--- src/rtl/uart_tx_arbiter.sv ---
// uart_tx_arbiter: shares one UART TX core between byte sources A and B, round robin with bounded bursts
// Ports:
//   clk, reset                    system clock, synchronous active-high reset
//   req_valid/data/ready_{a,b}    per-requester valid/ready byte handshake; ready is a same-cycle accept pulse
//   uart_tx_start/data/busy       start pulse, held byte and busy flag of the UART TX core
//   arb_busy, grant_b             byte in flight, current owner (1 = B)
//   timeout_err                   pulse when busy fails to rise after a start
// Macro UART_ARB_FIXED_PRIO_EN: A always wins contention instead of round robin.
module uart_tx_arbiter #(
    parameter int MAX_BURST     = 4,
    parameter int START_TIMEOUT = 16
) (
    input  logic       clk,
    input  logic       reset,
    input  logic       req_valid_a,
    input  logic [7:0] req_data_a,
    output logic       req_ready_a,
    input  logic       req_valid_b,
    input  logic [7:0] req_data_b,
    output logic       req_ready_b,
    output logic       uart_tx_start,
    output logic [7:0] uart_tx_data,
    input  logic       uart_tx_busy,
    output logic       arb_busy,
    output logic       grant_b,
    output logic       timeout_err
);
    typedef enum logic [1:0] {IDLE, START, WAIT_BUSY, WAIT_DONE} state_t;
    state_t      state_q;
    logic [7:0]  data_q, burst_q, data_d, burst_d;
    logic [15:0] timer_q;
    logic        grant_q, last_q, start_q, tmo_q;
    logic        pick_b, idle_acc, cont, acc_a, acc_b;
`ifdef UART_ARB_FIXED_PRIO_EN
    assign pick_b = req_valid_b && !req_valid_a;
`else
    assign pick_b = req_valid_b && (!req_valid_a || !last_q);
`endif
    assign idle_acc = state_q == IDLE && (req_valid_a || req_valid_b);
    // the owner keeps the transmitter on the busy-fall cycle while its burst budget lasts
    assign cont = state_q == WAIT_DONE && !uart_tx_busy && burst_q < 8'(MAX_BURST) &&
                  (grant_q ? req_valid_b : req_valid_a);
    // reset suppresses acceptance so no byte is handshaken away during reset
    assign acc_a = !reset && ((idle_acc && !pick_b) || (cont && !grant_q));
    assign acc_b = !reset && ((idle_acc && pick_b) || (cont && grant_q));
    assign data_d  = acc_b ? req_data_b : req_data_a;
    assign burst_d = state_q == IDLE ? 8'd1 : burst_q + 8'd1;
    always_ff @(posedge clk) begin
        if (reset) begin
            state_q <= IDLE;
            data_q  <= '0;
            burst_q <= '0;
            timer_q <= '0;
            grant_q <= 1'b0;
            last_q  <= 1'b1;
            start_q <= 1'b0;
            tmo_q   <= 1'b0;
        end else begin
            start_q <= 1'b0;
            tmo_q   <= 1'b0;
            if (acc_a || acc_b) begin
                state_q <= START;
                data_q  <= data_d;
                grant_q <= acc_b;
                burst_q <= burst_d;
                start_q <= 1'b1;
            end else begin
                case (state_q)
                    START: begin
                        state_q <= WAIT_BUSY;
                        timer_q <= '0;
                    end
                    WAIT_BUSY: begin
                        if (uart_tx_busy) begin
                            state_q <= WAIT_DONE;
                        end else if (timer_q == 16'(START_TIMEOUT - 1)) begin
                            tmo_q   <= 1'b1;
                            last_q  <= grant_q;
                            burst_q <= '0;
                            state_q <= IDLE;
                        end else begin
                            timer_q <= timer_q + 16'd1;
                        end
                    end
                    WAIT_DONE: begin
                        if (!uart_tx_busy) begin
                            last_q  <= grant_q;
                            burst_q <= '0;
                            state_q <= IDLE;
                        end
                    end
                    default: ;
                endcase
            end
        end
    end
    assign req_ready_a   = acc_a;
    assign req_ready_b   = acc_b;
    assign uart_tx_start = start_q;
    assign uart_tx_data  = data_q;
    assign arb_busy      = state_q != IDLE;
    assign grant_b       = grant_q;
    assign timeout_err   = tmo_q;
endmodule

--- config.mk ---
export PLATFORM = sky130hd
export DESIGN_NAME = uart_tx_arbiter
export DESIGN_NICKNAME = d
export VERILOG_FILES = /design/src/rtl/uart_tx_arbiter.sv
export SDC_FILE = /design/constraint.sdc
export NUM_CORES = 1
export LEC_CHECK = 0
export ABC_AREA = 1
export CORE_UTILIZATION = 56
export CTS_CLUSTER_SIZE = 8
export DETAILED_ROUTE_END_ITERATION = 12
export GPL_TIMING_DRIVEN = 0
export PLACE_DENSITY = 0.86
export SLEW_MARGIN = 20
export SYNTH_ARGS = -nofsm -noshare
export SYNTH_HDL_FRONTEND = slang
export SYNTH_SLANG_ARGS = --single-unit
--- constraint.sdc ---
create_clock -name clk -period 2.8 [get_ports clk]
set_input_delay 0.28 -clock clk [delete_from_list [all_inputs] [get_ports clk]]
set_output_delay 0.28 -clock clk [all_outputs]
set_load 0.05 [all_outputs]
==> results of run 1 <==
==> placed cells by master (no fill, tap or decap), types with 4 or more instances in the layout <==
cell type / synthesis / layout
inv_1: 24 / 24
inv_2: 4 / 4
dfxtp_1: 38 / 38
nand2_1: 65 / 65
clkbuf_4: 0 / 5
xor2_1: 6 / 6
nor3_1: 10 / 10
nor2_1: 49 / 49
clkdlybuf4s50_1: 0 / 33
o21ai_0: 14 / 14
a21oi_1: 14 / 14
nand3_1: 28 / 28
o21ai_1: 10 / 10
==> routing by layer <==
| layer | track usage [%] | up-vias |
|---|---|---|
| li1 | - | 1038 |
| met1 | 30.5 | 867 |
| met2 | 46.2 | 57 |
| met3 | 5.67 | 10 |
| met4 | 10.2 | 0 |
| met5 | 0 | - |
==> final timing paths <==
kind / cells after the start / startpoint / to / slack (ns)
max: 9 / grant_b$_SDFFE_PP0P_ / req_ready_a / 0.34
min: 2 / burst_q[4]$_SDFFE_PP0P_ / burst_q[4]$_SDFFE_PP0P_ / 0.45
max reg2reg: 11 / timer_q[0]$_SDFFE_PP0P_ / timer_q[13]$_SDFFE_PP0P_ / 1.07
min reg2reg: 2 / burst_q[4]$_SDFFE_PP0P_ / burst_q[4]$_SDFFE_PP0P_ / 0.45
==> layout make-up <==
class                   count  area share, %
multi-input cells         220           43.0
repair buffers             34           13.9
well taps                  46           2.33
plain buffers               8           2.33
inverters                  29           4.41
clock buffers               8           3.19
flip-flops and latches     38           30.8
==> through the flow <==
step | power [mW] | utilization, % | instance area (µm²) | setup WS, ns | hold WS (ns)
after CTS | 1.27 | 73.3 | 2460 | 0.0972 | 0.446
after global placement | 0.917 | 70.9 | 2390 | 0.116 | 0.426
after floorplan | 0.807 | - | 1990 | 0.683 | 0.417
after global routing | 1.32 | 73.4 | 2470 | 0.181 | 0.460
after detailed placement | 0.919 | 70.9 | 2390 | 0.120 | 0.428
final | 1.27 | 73.4 | 2470 | 0.341 | 0.446
==> logic make-up after synthesis <==
logic type | after synthesis | synth area share, %
and+or+nand+nor | 167 | 37.0
DFF | 38 | 38.3
buffers and inverters | 37 | 8.37
adders and majority gates | 2 | 1.26
AOI/OAI and AO/OA | 43 | 11.6
xor gates and xnor gates | 8 | 3.52
==> power by group <==
group          leakage (nW)  internal [mW]  total [mW]  switching, mW
Sequential            0.309          0.569       0.587         0.0183
Clock                0.0446          0.172       0.359          0.188
Combinational         0.590          0.114       0.321          0.207
Total                 0.944          0.855        1.27          0.413
==> flip-flops by register name, summed over array words and instances (netlist names) <==
name	count
grant_b	1
uart_tx_data	8
uart_tx_start	1
state_q	2
timeout_err	1
timer_q	16
last_q	1
burst_q	8
==> timing repair <==
item	in CTS	in global routing
hold buffers	0	0
resized for setup	0	1
setup endpoints to repair	0	1
==> critical path, stage by stage, from the launching register on <==
cell,delay [ns]
dfxtp_1,0.42
inv_1,0.09
nand2_1,0.06
nand2_1,0.05
nor2_2,0.09
nand3_1,0.07
nand2_1,0.06
nand2_1,0.11
inv_1,0.08
clkdlybuf4s50_1,0.79
==> run_results.csv, run 1 <==
group,metric,value,unit
floorplan,die_w,61.6,µm
floorplan,die_h,61.6,µm
clocking,clock_latency,0.35,ns
sta,slew_viol_final,0,
floorplan,start_util,59.1,%
finish,drive_gt1_share,8.61,%
setup_path,arrival,2.18,ns
setup_path,criticalPathCategory,"reg -> out",
clocking,clkTransAtPathRegs,0.11,ns
detailed_routing,top_layer,"met4",
sta,rsz0062_at_grt,"no",
floorplan,core_area,3360,µm²
finish,final_nets,359,
clocking,cts_sinks,38,
power,ir_worst_vdd,0.000374,V
yosys,ys_seq_elements,38,
yosys,async_reset_ff_share,0,%
yosys,seq_area_frac_synth,38.3,%
setup_path,critPathCaptureType,"output port",
detailed_routing,wl_met1,2.10,mm
floorplan,dieArea,3790,µm²
yosys,ys_types,31,
detailed_routing,drc,0,
finish,regArea,761,µm²
sta,setup_violations,0,
yosys,syn_inst,295,
sta,final_hold_viol_count,0,
global_routing,grt_pass1_wl,7.28,mm
detailed_routing,via_count,1972,
sta,period_minus_slack,2.46,ns
placement,dpl.cell_count,375,
global_routing,grt-ovfl-total,0,
clocking,cts_max_level,2,
finish,multi_input_area,1060,µm²
yosys,synth_area_leaders,"dfxtp_1 (38%), nand2_1 (12%), nor2_1 (9.3%)",
power,p_leak,0.944,nW
detailed_routing,ant_nets,0,
flow_run,drv_cap,0,
placement,gp_congestion,0.917,
global_routing,grt_pass1_vias,1704,
clocking,cts_setup_buffers,0,
power,p_per_area,514,nW/µm²
detailed_routing,route.met2.wl,2.14,mm
detailed_routing,dr.pass1.iters,4,
sta,relSlewSlack,65.3,%
sta,post-route-period-util,87.8,%
yosys,synth.most_common_cell,"nand2_1",
finish,areaGrowthSynthToFinish,24.1,%
setup_path,cp.required,2.52,ns
detailed_routing,dr.first_iter.drc_count,165,
yosys,synth_edf_count,0,
yosys,synth_area_leader_cell,"dfxtp_1",
finish,fill_cells,309,
floorplan,io_pins,35,
sta,skew,0.00208,ns
clocking,cts_tree,"built",
min_path,min_path_type,"reg -> reg",
yosys,avgSynthCellArea,6.74,µm²
clocking,clk_path_buf_depth,2,
finish,antennaDiodeCount,0,
floorplan,std_cell_rows,21,
sta,fmax,407,MHz
yosys,yosys_most_used_dff,"dfxtp_1",
yosys,yosys.area.top_type_share,38.3,%
detailed_routing,wl_per_cell,12.0,µm
detailed_routing,via_per_inst,5.15,
yosys,yosys-top-cells-count,"nand2_1 (65), nor2_1 (49), dfxtp_1 (38)",
detailed_routing,drt-total-wl,4.59,mm
yosys,yosysWarnings,0,
detailed_routing,wl_met3,271,µm
setup_path,crit_fanout,5,
status,status,"finished, final reports clean",
placement,hpwl,3.34,mm
yosys,synth_fp_nets,318,
setup_path,start_kind,"flip-flop",
global_routing,antenna_found_initial,0,
global_routing,grt_max_degree,12,
placement,port_buffers,34,
clocking,cts_buffers,5,
global_routing,grt_usage,26.1,%
finish,stdcell_count,383,
clocking,cts_root_buf,"clkbuf_4",
sta,finalSetupTns,0,ns
yosys,syn_area,1990,µm²
sta,worstMarginPinSlew,0.518,ns
(Power assumes the default switching activity.)
==> inputs of run 2 (changes only) <==
CTS_BUF_LIST = sky130_fd_sc_hd__clkbuf_4 sky130_fd_sc_hd__clkbuf_8 sky130_fd_sc_hd__clkbuf_16   (was default)
==> results of run 2 <==
Same layout as run 1: the final DEF is identical, and so are final timing and power.
